<file path="src/rtl/ldd_sched.sv">
// ldd_sched: four-requester round-robin scheduler driving a shared ldd decoder.
// Each grant runs one ISSUE cycle, then HOLD cycles, then a one-cycle DONE pulse.
// Optional macro LDD_SCHED_AGE_EN adds per-requester 4-bit wait counters.
// A waiting requester whose count reaches AGE_MAX wins over the round-robin order.
//
// state | meaning
// IDLE  | waiting for any req; winner chosen and op/qual latched on exit
// ISSUE | dec_valid high for one cycle, gnt[winner] high
// HOLD  | decoder inputs and gnt held while cnt counts down to zero
// DONE  | done[winner] pulses for one cycle, last_winner updated
module ldd_sched #(
  parameter int HOLD_CYC = 2,
  parameter int AGE_MAX  = 8
) (
  input  logic        clock,
  input  logic        rst_n,
  input  logic [3:0]  req,
  input  logic [11:0] op,
  input  logic [3:0]  qual,
  output logic        dec_a,
  output logic        dec_b,
  output logic        dec_c,
  output logic        dec_i,
  output logic        dec_valid,
  output logic [3:0]  gnt,
  output logic [3:0]  done,
  output logic        busy
);

  typedef enum logic [1:0] {S_IDLE, S_ISSUE, S_HOLD, S_DONE} state_t;

  // Elaboration-time guard on the parameter ranges.
  if (HOLD_CYC < 1 || HOLD_CYC > 15) begin : g_bad_hold
    $error("ldd_sched: HOLD_CYC must be 1..15");
  end
  if (AGE_MAX < 1 || AGE_MAX > 15) begin : g_bad_age
    $error("ldd_sched: AGE_MAX must be 1..15");
  end

  localparam logic [3:0] HOLD_LOAD = 4'(HOLD_CYC - 2);

  state_t      state, state_nxt;
  logic [3:0]  cnt, cnt_nxt;
  logic [1:0]  win_idx;
  logic [1:0]  last_winner;
  logic [1:0]  sel_idx;
  logic [2:0]  op_sel;
  logic [3:0]  win_oh;

  // First requesting index strictly after last, wrapping modulo 4.
  function automatic logic [1:0] rr_pick(input logic [3:0] r, input logic [1:0] last);
    logic [1:0] idx;
    logic [1:0] pick;
    logic       found;
    pick  = last;
    found = 1'b0;
    for (int k = 1; k <= 4; k++) begin
      idx = last + 2'(k);
      if (!found && r[idx]) begin
        pick  = idx;
        found = 1'b1;
      end
    end
    return pick;
  endfunction

`ifdef LDD_SCHED_AGE_EN
  localparam logic [3:0] AGE_LIM = 4'(AGE_MAX);

  logic [3:0] age_cnt [4];
  logic       aged_any;
  logic [1:0] aged_idx;

  // Lowest requesting index whose wait count has reached the limit.
  always_comb begin
    aged_any = 1'b0;
    aged_idx = 2'd0;
    for (int k = 3; k >= 0; k--) begin
      if (req[k] && age_cnt[k] >= AGE_LIM) begin
        aged_any = 1'b1;
        aged_idx = 2'(k);
      end
    end
    sel_idx = aged_any ? aged_idx : rr_pick(req, last_winner);
  end

  // Wait counters: bump losers still requesting in DONE, clear on grant or idle-low req.
  always_ff @(posedge clock) begin
    if (!rst_n) begin
      for (int k = 0; k < 4; k++) age_cnt[k] <= 4'd0;
    end else begin
      for (int k = 0; k < 4; k++) begin
        if (state == S_IDLE) begin
          if (!req[k] || sel_idx == 2'(k)) age_cnt[k] <= 4'd0;
        end else if (state == S_DONE) begin
          if (req[k] && win_idx != 2'(k) && age_cnt[k] != 4'hF)
            age_cnt[k] <= age_cnt[k] + 4'd1;
        end
      end
    end
  end
`else
  // Pure round-robin selection.
  always_comb sel_idx = rr_pick(req, last_winner);
`endif

  // Command field of the selected requester.
  always_comb begin
    op_sel = 3'b000;
    case (sel_idx)
      2'd0: op_sel = op[2:0];
      2'd1: op_sel = op[5:3];
      2'd2: op_sel = op[8:6];
      2'd3: op_sel = op[11:9];
      default: op_sel = 3'b000;
    endcase
  end

  // Next-state and hold-counter logic.
  always_comb begin
    state_nxt = state;
    cnt_nxt   = cnt;
    case (state)
      S_IDLE: if (|req) state_nxt = S_ISSUE;
      S_ISSUE: begin
        if (HOLD_CYC == 1) begin
          state_nxt = S_DONE;
        end else begin
          state_nxt = S_HOLD;
          cnt_nxt   = HOLD_LOAD;
        end
      end
      S_HOLD: begin
        if (cnt == 4'd0) state_nxt = S_DONE;
        else             cnt_nxt   = cnt - 4'd1;
      end
      S_DONE: state_nxt = S_IDLE;
      default: state_nxt = S_IDLE;
    endcase
  end

  // State register, winner capture and decoder drive registers.
  always_ff @(posedge clock) begin
    if (!rst_n) begin
      state       <= S_IDLE;
      cnt         <= 4'd0;
      win_idx     <= 2'd0;
      last_winner <= 2'd3;
      dec_a       <= 1'b0;
      dec_b       <= 1'b0;
      dec_c       <= 1'b0;
      dec_i       <= 1'b0;
    end else begin
      state <= state_nxt;
      cnt   <= cnt_nxt;
      if (state == S_IDLE && |req) begin
        win_idx               <= sel_idx;
        {dec_a, dec_b, dec_c} <= op_sel;
        dec_i                 <= qual[sel_idx];
      end
      if (state == S_DONE) last_winner <= win_idx;
    end
  end

  // Output decode from the registered state.
  always_comb begin
    win_oh    = 4'b0001 << win_idx;
    dec_valid = (state == S_ISSUE);
    gnt       = (state == S_ISSUE || state == S_HOLD) ? win_oh : 4'b0000;
    done      = (state == S_DONE) ? win_oh : 4'b0000;
    busy      = (state != S_IDLE);
  end

endmodule

</file>
<file path="config.mk">
export PLATFORM = sky130hd
export DESIGN_NAME = ldd_sched
export DESIGN_NICKNAME = d
export VERILOG_FILES = /design/src/rtl/ldd_sched.sv
export SDC_FILE = /design/constraint.sdc
export NUM_CORES = 1
export LEC_CHECK = 0
export CAP_MARGIN = 20
export CELL_PAD_IN_SITES_DETAIL_PLACEMENT = 0
export CELL_PAD_IN_SITES_GLOBAL_PLACEMENT = 2
export CORE_UTILIZATION = 25
export CTS_CLUSTER_DIAMETER = 60
export DETAILED_ROUTE_END_ITERATION = 8
export PLACE_DENSITY = 0.8
export SYNTH_ARGS = -nofsm -noshare
export SYNTH_HDL_FRONTEND = slang
export SYNTH_SLANG_ARGS = --single-unit
</file>
<file path="constraint.sdc">
create_clock -name clock -period 2.07 [get_ports clock]
set_clock_uncertainty 0.2 [all_clocks]
set_input_delay 0.414 -clock clock [delete_from_list [all_inputs] [get_ports clock]]
set_output_delay 0.414 -clock clock [all_outputs]
set_load 0.01 [all_outputs]
</file>
==> results.yml, run 1 <==
run_status:
  status: "finished, final reports clean"
detailed_routing:
  viasPerCell: 5.107
  drt_pass1_iterations: 4
  vias: 1144
  drc_errors: 0
  wirelength_microns: 2961
  routedWlPerCell_microns: 13.22
  drt_iter0_drc: 37
  drtAntennaViolNets: 0
timing:
  tightest_slew_ps: 453.2
  period_minus_slack_ps: 2012
  setup_violations: 0
  post-route-period-util_pct: 97.18
  rsz0062_at_grt: "false"
  final.setup.worst_slack_ps: 58.44
  drv_slew: 0
  fin_tns_setup_ps: 0
  fmax_mhz: 497.1
  max_slew_margin_pct: 69.72
  final_hold_viol_count: 0
placement:
  hpwl_microns: 2335
  globalplace.congestion: 0.7390
  dp_cells: 219
  pre_cts_slack_ps: -285.1
  port_buffers: 35
global_routing:
  globalRouteOverflowTotal: 0
  grt_use_total_pct: 13.73
  grt_first_pass_wirelength_microns: 4643
  grt_max_degree: 16
  grt_pass1_vias: 1027
  grt_antenna_before_repair: 0
power_and_ir_drop:
  power_density_nw_per_um2: 837.2
  p_leak_nw: 0.7384
  p_total_mw: 1.372
  max-vdd-ir-drop_uv: 358.1
clock_network:
  cts_tree: "yes"
  clk_pin_slew_worst_paths_ps: 60
  clkSinkCount: 14
  postCtsHoldBufs: 0
  cts-buffers-inserted: 3
  cts-root-buf: "clkbuf_8"
  htree_num_levels: 1
  clk_path_buf_depth: 2
  insertion_delay_ps: 250
setup_path:
  slowest_stage: "dfxtp_2"
  end_kind: "primary output"
  cp.arrival_ps: 1400
  cp_data_required_time_ps: 1460
  cp_max_fo: 5
  path_cells: "inv_1 > ha_4 > nand2_1 > nor2_1 > dlygate4sd2_1"
  start_kind: "register"
  critPathMaxStageDelay_ps: 350
  path_class: "reg -> out"
finish:
  final_nets: 202
  n_fill_cell: 424
  syn2layout_area_growth_pct: 54.30
  layoutNonFillerInstCount: 224
  final_core_util_pct: 40.68
  insertedDiodeCount: 0
  mostFrequentLayoutCell: "clkdlybuf4s50_1"
  layout-drive-gt1-share_pct: 20.11
  final_cell_mix: "clkdlybuf4s50_1 (22), inv_1 (14), buf_4 (14)"
synth:
  ys_seq_area_share_pct: 26.38
  synth_top_cell_area_share_pct: 26.38
  ys_warn_count: 0
  synth_nets: 156
  synth-seq-cells: 14
  synth_edf_count: 0
  yosysUniqueCellTypes: 42
  synth_flop_cell: "dfxtp_1"
  postSynth.asyncResetShare_pct: 0
  ys_top_cells_by_area: "dfxtp_1 (26%), a32oi_1 (6.6%), ha_1 (5.9%)"
  syn_inst: 129
  yosys.area.top_type: "dfxtp_1"
  syn_area_sq_um: 1062
  avgSynthCellArea_sq_um: 8.235
floorplanning:
  dieArea_sq_um: 4514
  initial_core_util_pct: 26.37
  ios: 36
  die_h_microns: 67.19
  row_count: 23
  die_w_microns: 67.19
  design.core.area_sq_um: 4029
hold_path:
  hold_class: "reg -> reg"
job:
  max-cap-violations: 0
synth_stat cells (3+ instances only):
cell and count:
inv_1 14, clkbuf_1 4, nor2b_1 3, a32oi_1 8, nand2b_1 4, and3_1 4, nor4_1 3, nor3b_1 4
nor2_1 7, a211oi_1 8, ha_1 5, o221ai_1 4, o21a_1 3, nand3_1 5, dfxtp_1 14, nand2_1 8
worst max-delay path, delay by kind of cell (launching register included):
family,cells,cell delay (ps)
buffers and inverters,2,360
DFF,1,350
adders and majority gates,1,290
and+or+nand+nor,2,140
per-layer routing:
layer  vias to the layer above  global-route usage (%)  routed length (microns)
li1                        575                       -                        -
met1                       542                   16.45                     1270
met2                        22                   23.63                     1538
met3                         5                   3.378                      118
met4                         0                   4.787                       34
met5                         -                       0                        0
layout make-up:
| type | count | area (sq um) | share of cell area (%) |
|---|---|---|---|
| multi-input cells | 93 | 730.7 | 44.58 |
| repair buffers | 49 | 456.7 | 27.86 |
| flip-flops and latches | 14 | 281.5 | 17.18 |
| well taps | 50 | 62.56 | 3.817 |
| clock buffers | 4 | 55.05 | 3.359 |
| inverters | 14 | 52.55 | 3.206 |
state kept, by name (all words and copies together) (netlist names):
| name | count |
|---|---|
| dec_a | 1 |
| win_idx | 2 |
| state | 2 |
| last_winner | 2 |
| dec_b | 1 |
| dec_i | 1 |
| cnt | 4 |
| dec_c | 1 |
cells by family after synthesis:
family                   Yosys count  share of synthesized area (%)
flip-flops                        14                          26.38
adder cells (fa/ha/maj)            5                          5.889
AND/OR/NAND/NOR                   47                          26.15
multiplexers                       2                          1.885
AO/OA/AOI/OAI                     39                          30.74
buffers and inverters             22                          8.951
where the power goes:
part | switching, mW | internal, mW
sequential | 0.0668 | 0.330
clock | 0.105 | 0.169
combinational | 0.329 | 0.372
total | 0.501 | 0.871
repair_timing:
action	CTS	global route
setup buffers	0	1
gates resized for setup	16	10
gates cloned	0	0
pin swaps	0	1
endpoints found under the setup margin	11	10
metrics by stage:
step / hold slack, ps / area, sq um
final: 294.2 / 1639
after global routing: 328.1 / 1639
after CTS: 302.8 / 1612
after detailed placement: 287.8 / 1530
after global placement: 278.8 / 1530
after floorplan: 271.6 / 1062
final timing paths:
check                                    from                  to  slack (ps)  cells after the start
hold / removal             dec_a$_SDFFE_PN0P_  dec_a$_SDFFE_PN0P_         290                      2
setup / recovery        state[0]$_SDFFE_PN0P_              gnt[2]          60                      5
setup reg to reg  last_winner[1]$_SDFFE_PN1P_  dec_i$_SDFFE_PN0P_         170                      4
hold reg to reg            dec_a$_SDFFE_PN0P_  dec_a$_SDFFE_PN0P_         290                      2
Power figures use the tool's default switching activity.
==> inputs of run 2 (changes only) <==
- RECOVER_POWER: unset -> 50
==> run 2 against run 1 <==
  * Total power is 0.93% lower
  * Design area fell by 0.53%
  * Sequential share of layout area increased by 0.092 points
  * Worst setup slack better by 2.6 ps
  * Sequential power is essentially flat
  * Die area unchanged
  * Global-route usage did not move
  * Clock power about the same
  * Maximum frequency grew 0.13%
==> results.yml, run 2 (synthesis results as in run 1) <==
setup_path:
  r2r_start: "last_winner[1]$_SDFFE_PN1P_"
  critPathMaxStageDelay_ps: 350
  r2r-end: "dec_i$_SDFFE_PN0P_"
  path_cells: "inv_1 > ha_4 > nand2_1 > nor2_1 > dlygate4sd2_1"
  path_buf_inv: 2
  cp.arrival_ps: 1390
  end_kind: "primary output"
  cp_max_fo: 5
  cp_data_required_time_ps: 1460
  path_class: "reg -> out"
  critical_path.top_delay_family: "buffers and inverters"
  start_kind: "register"
  rrSetupSlack_ps: 170
  slowest_stage: "dfxtp_2"
  rr_worst_depth: 4
timing:
  rsz0062_at_grt: "false"
  post-route-period-util_pct: 97.05
  tightest_slew_ps: 451.5
  max_slew_margin_pct: 69.84
  fmax_mhz: 497.8
  setup_violations: 0
  fin_tns_setup_ps: 0
  final_hold_viol_count: 0
  drv_slew: 0
  period_minus_slack_ps: 2009
detailed_routing:
  drt_pass1_iterations: 4
  drtAntennaViolNets: 0
  viasPerCell: 5.116
  drc_errors: 0
  routedWlPerCell_microns: 13.21
  drt_iter0_drc: 37
  vias: 1146
  wirelength_microns: 2958
global_routing:
  grt_max_degree: 16
  grt_first_pass_wirelength_microns: 4643
  grt_antenna_before_repair: 0
  grt_use_total_pct: 13.73
  globalRouteOverflowTotal: 0
  grt_pass1_vias: 1027
floorplanning:
  die_w_microns: 67.19
  dieArea_sq_um: 4514
  design.core.area_sq_um: 4029
  die_h_microns: 67.19
  initial_core_util_pct: 26.37
  row_count: 23
  ios: 36
finish:
  final_cell_mix: "clkdlybuf4s50_1 (18), inv_1 (14), buf_4 (14)"
  largest-register: "cnt"
  syn2layout_area_growth_pct: 53.47
  final_core_util_pct: 40.47
  design_area_sq_um: 1630
  layout-drive-gt1-share_pct: 18.97
  largest_reg_flops: 4
  insertedDiodeCount: 0
  mostFrequentLayoutCell: "clkdlybuf4s50_1"
  n_fill_cell: 427
  final_nets: 202
power_and_ir_drop:
  p_leak_nw: 0.7498
  max-vdd-ir-drop_uv: 357.7
  power_density_nw_per_um2: 833.8
clock_network:
  cts-buffers-inserted: 3
  clk_path_buf_depth: 2
  cts-root-buf: "clkbuf_8"
  cts_tree: "yes"
  clk_pin_slew_worst_paths_ps: 60
  clkSinkCount: 14
  htree_num_levels: 1
  postCtsHoldBufs: 0
  insertion_delay_ps: 250
hold_path:
  holdPathEnd: "dec_a$_SDFFE_PN0P_"
  holdPathStages: 2
  hold_class: "reg -> reg"
  hp-start: "dec_a$_SDFFE_PN0P_"
placement:
  hpwl_microns: 2335
  place_area_sq_um: 1530
  port_buffers: 35
  globalplace.congestion: 0.7390
job:
  max-cap-violations: 0
run_status:
  status: "finished, final reports clean"
## run 2: changes by cell type in the layout (fill, tap and decap cells not counted), sizes merged
cell / previous run / this run
clkdlybuf4s50: 22 / 18
dlygate4sd3: 0 / 4
## run 2: final cells by class
cell class	count	area (sq um)	area share (%)
Multi-Input combinational cell	93	721.9	44.28
Timing Repair Buffer	49	456.7	28.01
Sequential cell	14	281.5	17.27
Tap cell	50	62.56	3.837
Clock buffer	4	55.05	3.377
Inverter	14	52.55	3.223
## run 2: layer usage
| layer | vias up | share of wire, % | GRT usage [%] |
|---|---|---|---|
| li1 | 575 | - | - |
| met1 | 547 | 43 | 16.45 |
| met2 | 19 | 52 | 23.63 |
| met3 | 5 | 3.7 | 3.378 |
| met4 | 0 | 1.1 | 4.787 |
| met5 | - | 0 | 0 |
## run 2: worst max-delay path by stage
stage	from	endpoint	cells past startpoint
final	state[0]$_SDFFE_PN0P_	gnt[2]	5
after floorplan	req[3]	dec_b$_SDFFE_PN0P_	5
after detailed placement	req[2]	dec_i$_SDFFE_PN0P_	5
after global routing	state[1]$_SDFFE_PN0P_	done[2]	5
after global placement	req[2]	dec_i$_SDFFE_PN0P_	5
after CTS	state[0]$_SDFFE_PN0P_	busy	4
## run 2: power by group
group          leakage [nW]  internal (mW)  switching (mW)
Combinational         0.606          0.361           0.328
Sequential            0.115          0.330          0.0657
Clock                0.0288          0.169           0.105
Total                 0.750          0.860           0.499
## run 2: metrics by stage
stage / total power [mW] / setup WS, ps / hold slack, ps / cells
6_report: 1.359 / 61.04 / 290.7 / 224
5_1_grt: 1.456 / 5.275 / 323.0 / 224
4_1_cts: 1.392 / 5.374 / 302.8 / 223
3_5_place_dp: 1.081 / -285.1 / 287.8 / 219
3_3_place_gp: 1.064 / -230.6 / 278.8 / 219
2_1_floorplan: 0.7687 / 325.7 / 271.6 / 129
## run 2: timing repair
item                                    4_1_cts  5_1_grt
resized for setup                            16       10
endpoints found under the setup margin       11       10
setup buffers                                 0        1
pin swaps                                     0        1
## run 2: worst reg2reg max path, delay by kind of cell (launching register included)
kind	cells	cell delay (ps)
flip-flops	1	570
AO/OA/AOI/OAI	2	320
AND/OR/NAND/NOR	2	730
